==> config.mk <==
export PLATFORM = sky130hd
export DESIGN_NAME = conv_window_fetch
export DESIGN_NICKNAME = d
export VERILOG_FILES = /design/src/rtl/cnn_pkg.sv /design/src/rtl/row_line_buffer.sv /design/src/rtl/conv_window_fetch.sv
export SDC_FILE = /design/constraint.sdc
export NUM_CORES = 2
export LEC_CHECK = 0
export ABC_AREA = 0
export BUFFER_PORTS_ARGS = -buffer_cell sky130_fd_sc_hd__buf_2
export CAP_MARGIN = 20
export CORE_MARGIN = 3
export CORE_UTILIZATION = 45
export DETAILED_ROUTE_END_ITERATION = 8
export PLACE_DENSITY_LB_ADDON = 0.08
export SYNTH_ARGS = -nofsm -noshare
export SYNTH_HDL_FRONTEND = slang
export SYNTH_HIERARCHICAL = 1
export SYNTH_SLANG_ARGS = --single-unit
export TNS_END_PERCENT = 5
==> constraint.sdc <==
create_clock -name clk -period 3.83 [get_ports clk]
set_clock_uncertainty 0.15 [all_clocks]
set_input_delay 0.5745 -clock clk [delete_from_list [all_inputs] [get_ports clk]]
set_output_delay 0.5745 -clock clk [all_outputs]
set_load 0.03 [all_outputs]
==> src/rtl/cnn_pkg.sv <==
// cnn_pkg: shared image geometry, FSM state type and slot helper for the window fetcher.
package cnn_pkg;
    localparam int IMG_W = 28;
    localparam int WIN = 3;
    localparam int OUT_W = IMG_W - WIN + 1;
    localparam int WORDS_PER_ROW = 7;
    localparam int IMG_WORDS = IMG_W * WORDS_PER_ROW;

    typedef enum logic [1:0] {IDLE, FILL, EMIT, DONE} state_t;

    // Line-buffer slots rotate 0 -> 1 -> 2 -> 0.
    function automatic logic [1:0] slot_inc(input logic [1:0] s);
        return s == 2'd2 ? 2'd0 : s + 2'd1;
    endfunction
endpackage

==> src/rtl/row_line_buffer.sv <==
// row_line_buffer: three circular image rows, 4-byte word writes, 3x3 tap read at a column.
module row_line_buffer
    import cnn_pkg::*;
(
    input  logic        clk,
    input  logic        wr_en,
    input  logic [1:0]  wr_slot,
    input  logic [2:0]  wr_word,
    input  logic [31:0] wr_data,
    input  logic [1:0]  rd_top,
    input  logic [4:0]  rd_col,
    output logic [71:0] taps
);
    logic [7:0] mem [3][IMG_W];
    logic [1:0] sl [3];

    always_ff @(posedge clk)
        if (wr_en)
            for (int k = 0; k < 4; k++)
                mem[wr_slot][{wr_word, 2'(k)}] <= wr_data[8*k +: 8];

    assign sl[0] = rd_top;
    assign sl[1] = slot_inc(rd_top);
    assign sl[2] = slot_inc(sl[1]);

    for (genvar r = 0; r < 3; r++) begin : g_row
        for (genvar c = 0; c < 3; c++) begin : g_col
            assign taps[8*(3*r+c) +: 8] = mem[sl[r]][rd_col + 5'(c)];
        end
    end
endmodule

==> src/rtl/conv_window_fetch.sv <==
// conv_window_fetch: streams 3x3 windows of a 28x28 image read from four external byte banks.
module conv_window_fetch
    import cnn_pkg::*;
(
    input  logic        clk,
    input  logic        reset,
    input  logic        start,
    output logic        busy,
    output logic        done,
    output logic        ram_rden,
    output logic [7:0]  ram_addr,
    input  logic [7:0]  ram_q0,
    input  logic [7:0]  ram_q1,
    input  logic [7:0]  ram_q2,
    input  logic [7:0]  ram_q3,
    output logic        win_valid,
    input  logic        win_ready,
    output logic [71:0] win_data,
    output logic [4:0]  win_row,
    output logic [4:0]  win_col
);
    state_t state;
    logic [2:0] fcnt;
    logic [1:0] wslot, top, rd_top;
    logic [4:0] rd_col;
    logic priming;
    logic [71:0] taps;

    // Taps are read one step ahead so win_data can be registered alongside win_valid.
    always_comb begin
        rd_top = state == FILL && !priming ? slot_inc(top) : top;
        rd_col = state == EMIT && win_col != 5'(OUT_W - 1) ? win_col + 5'd1 : 5'd0;
    end

    row_line_buffer u_lb (
        .clk(clk),
        .wr_en(state == FILL && fcnt != 3'd0),
        .wr_slot(wslot),
        .wr_word(fcnt - 3'd1),
        .wr_data({ram_q3, ram_q2, ram_q1, ram_q0}),
        .rd_top(rd_top),
        .rd_col(rd_col),
        .taps(taps)
    );

    always_ff @(posedge clk) begin
        if (reset) begin
            state <= IDLE;
            busy <= 1'b0;
            done <= 1'b0;
            win_valid <= 1'b0;
            ram_rden <= 1'b0;
            ram_addr <= '0;
            win_row <= '0;
            win_col <= '0;
            win_data <= '0;
            fcnt <= '0;
            wslot <= '0;
            top <= '0;
            priming <= 1'b0;
        end else begin
            case (state)
                IDLE: if (start) begin
                    state <= FILL;
                    busy <= 1'b1;
                    ram_rden <= 1'b1;
                    ram_addr <= '0;
                    fcnt <= '0;
                    wslot <= '0;
                    top <= '0;
                    priming <= 1'b1;
                    win_row <= '0;
                    win_col <= '0;
                end
                FILL: begin
                    fcnt <= fcnt + 3'd1;
                    ram_rden <= fcnt <= 3'd5;
                    if (fcnt <= 3'd5)
                        ram_addr <= ram_addr + 8'd1;
                    if (fcnt == 3'(WORDS_PER_ROW)) begin
                        if (priming && wslot != 2'd2) begin
                            wslot <= wslot + 2'd1;
                            ram_rden <= 1'b1;
                            ram_addr <= ram_addr + 8'd1;
                        end else begin
                            state <= EMIT;
                            priming <= 1'b0;
                            win_valid <= 1'b1;
                            win_col <= '0;
                            win_data <= taps;
                            if (!priming) begin
                                top <= slot_inc(top);
                                win_row <= win_row + 5'd1;
                            end
                        end
                    end
                end
                EMIT: if (win_ready) begin
                    if (win_col != 5'(OUT_W - 1)) begin
                        win_col <= win_col + 5'd1;
                        win_data <= taps;
                    end else begin
                        win_valid <= 1'b0;
                        if (win_row == 5'(OUT_W - 1)) begin
                            state <= DONE;
                            done <= 1'b1;
                            busy <= 1'b0;
                        end else begin
                            // Next image row overwrites the oldest resident row.
                            state <= FILL;
                            fcnt <= '0;
                            wslot <= top;
                            ram_rden <= 1'b1;
                            ram_addr <= ram_addr + 8'd1;
                        end
                    end
                end
                DONE: begin
                    state <= IDLE;
                    done <= 1'b0;
                end
                default: state <= IDLE;
            endcase
        end
    end
endmodule

==> reports/qor.csv <==
metric,value,unit
status,"finished, violations left",
failing checks,setup timing,
"top cells by area, synth","edfxtp_1 (34%), mux2i_1 (12%), mux2_2 (10%)",
Async SR Flop Fraction,0,
root buf cell,clkbuf_16,
vias per inst,6.812,
Rel. slew slack,0.3308,
global placement routability congestion,1.053,
port buffer count,129,
Final Cycle Share,1.012,
vias in the first global route,51850,
top cells by instance count after synthesis,"nand2_1 (773), mux2i_1 (697), edfxtp_1 (672)",
Initial Util,0.4562,
post-synthesis cell area,0.05953,mm²
fmax,257.9,MHz
setup ws final,-0.04787,ns
critical path type,reg2reg,
Synth-to-Final Area Change,25.19,%
Max VDD drop,0.5176,mV
die area,0.1367,mm²
fraction of layout cells with a size suffix above 1,0.3727,
# rows,132,
"EDFF count, synth",672,
Leakage,29.23,nW
pre-CTS WS,-0.6531,ns
post-synthesis compound-gate area fraction,0.1435,
MaxCap Viol Count,0,
core footprint,0.1305,mm²
total CTS buffers,93,
chip height,369.7,µm
initial antenna violation count,41,
final hold violations,0,
Residual DRC,0,
Tmin final,3.878,ns
Die W,369.7,µm
Pwr Density,567.9,mW/mm²
largest family of logic cells by synthesized area,multiplexers,
fraction of synthesized cell area in xor and xnor cells,0.002480,
mux cell area share after synthesis,0.3255,
hold slack,0.1082,ns
"flops & latches, synth",776,
Worst-path clk slew,0.06,ns
top cell type's share of synthesized area,0.3390,
syn nets,5666,
WL/cell,37.39,µm
critical-path maximum fanout,5,
sequential-to-total area share from yosys stat,0.3740,
Hold Path Class,in2reg,
Netlist cell types,88,
startpoint type of the worst setup path,flop,
drt first pass iters,6,
crit path DAT,4.31,ns
"count leader, synth",nand2_1,
Total Power,42.32,mW
Total GRT Usage,0.4360,
initial drt markers,8490,
Final setup viols,10,
Clock Path Buffers,3,
first-pass GRT wire length,416900,µm
Worst Tran Pin Value,1.002,ns
H-tree depth,3,
post-detail-place hpwl,231300,µm
Syn Area/Cell,10.61,µm²
Worst Setup End Kind,flop,
cells after synthesis,5613,
RSZ-0062 raised after global routing,yes,
WL final,307600,µm
Sinks on Clock Net,776,
largest net degree at the start of global routing,73,
max-slew violations,0,
simple logic cell fraction of the synthesized area,0.1093,
Synthesis Warnings,6,
Post-DRT Antenna Nets,0,
"Primary FF master, synth",edfxtp_1,
fin util,0.5712,
Synth Area in Adders,0.003573,
via count,56050,
# IOs,130,
post-synth top area cell,edfxtp_1,
gr ovfl total,0,
CTS tree,yes,
worst path required time,4.26,ns
fin nets,6447,
worst-skew pair later-pin latency,0.74,ns
[worst max-delay path, stage by stage (launching register included)]
cell,delay (ns)
dfxtp_2,0.33
buf_4,0.13
inv_1,0.11
ha_4,0.18
nor2b_2,0.16
and2_4,0.31
ha_4,0.25
buf_4,0.14
nand2_1,0.07
o211ai_1,0.23
buf_4,0.17
nand3_2,0.20
buf_4,0.25
o22ai_1,0.17
nor4_1,0.08
buf_4,0.16
a22o_1,0.22
nand2_1,0.26
a21oi_1,0.10
[final timing paths]
check                           cells after the start  slack (ns)                         to                       from
worst min register to register                      2        0.30  win_data[19]$_SDFFE_PP0P_  win_data[19]$_SDFFE_PP0P_
worst min-delay path                                5        0.11          busy$_SDFFE_PP0P_                      start
worst max-delay path                               18       -0.05  win_data[11]$_SDFFE_PP0P_      state[0]$_SDFFE_PP0P_
worst max register to register                     18       -0.05  win_data[11]$_SDFFE_PP0P_      state[0]$_SDFFE_PP0P_
[final cells by class]
| class | count | area, µm² |
|---|---|---|
| multi-input combinational | 4300 | 36130 |
| timing repair buffer | 1179 | 10570 |
| sequential | 776 | 22260 |
| clock inverter | 60 | 698.2 |
| inverter | 44 | 212.7 |
| tap | 1742 | 2180 |
| clock buffer | 112 | 2440 |
| fill | 11230 | 55950 |
| antenna | 15 | 37.54 |
[repair_timing]
item / 4_1_cts / 5_1_grt
gates resized for setup: 113 / 224
setup endpoints to repair: 71 / 99
pin swaps: 10 / 35
buffers inserted: 7 / 17
gates cloned: 2 / 9
hold buffers: 0 / 0
[cells by family after synthesis]
family                     Yosys count
buffers and inverters              537
and+or+nand+nor                   1504
muxes                             1526
AOI/OAI and AO/OA                 1237
DFF                                776
xor gates and xnor gates            16
adders and majority gates           17
[through the flow]
step / TNS [ns] / std cells / area, µm²
2_1_floorplan: -0.9890 / 5613 / 59530
3_3_place_gp: -16.62 / 8008 / 69440
5_1_grt: -1.448 / 8216 / 74500
4_1_cts: -1.573 / 8191 / 73230
6_report: -0.2657 / 8228 / 74530
3_5_place_dp: -15.64 / 8010 / 69450
[sequential cells by signal, indices dropped and copies added (netlist names), 2 cells and up]
register / count
win_data: 72
win_row: 5
wslot: 2
fcnt: 3
win_col: 5
top: 2
ram_addr: 8
state: 2
u_lb/mem: 672
[metal layers]
metal  vias to the layer above  share of wire  GRT usage
met2                      3763           0.41     0.6170
met3                       887           0.13     0.1486
met1                     28010           0.39     0.5821
met5                         -        0.00043          0
li1                      23370              -          -
met4                        20          0.069     0.2424
[power by group]
part	internal [mW]	switching, mW
clock network	5.32	3.96
registers	9.52	0.494
logic	10.4	12.6
[placed cells by master (no fill, tap or decap), types with 114 or more instances in the layout]
cell type / n
o21ai_0: 235
mux4_2: 272
a21oi_1: 164
a211oi_1: 127
buf_4: 868
o211ai_1: 169
mux2_2: 545
edfxtp_1: 672
mux2i_1: 662
nand2_1: 759
buf_12: 114
buf_2: 129
nor2_1: 316
Note: power is estimated with default switching activity, not from simulation.
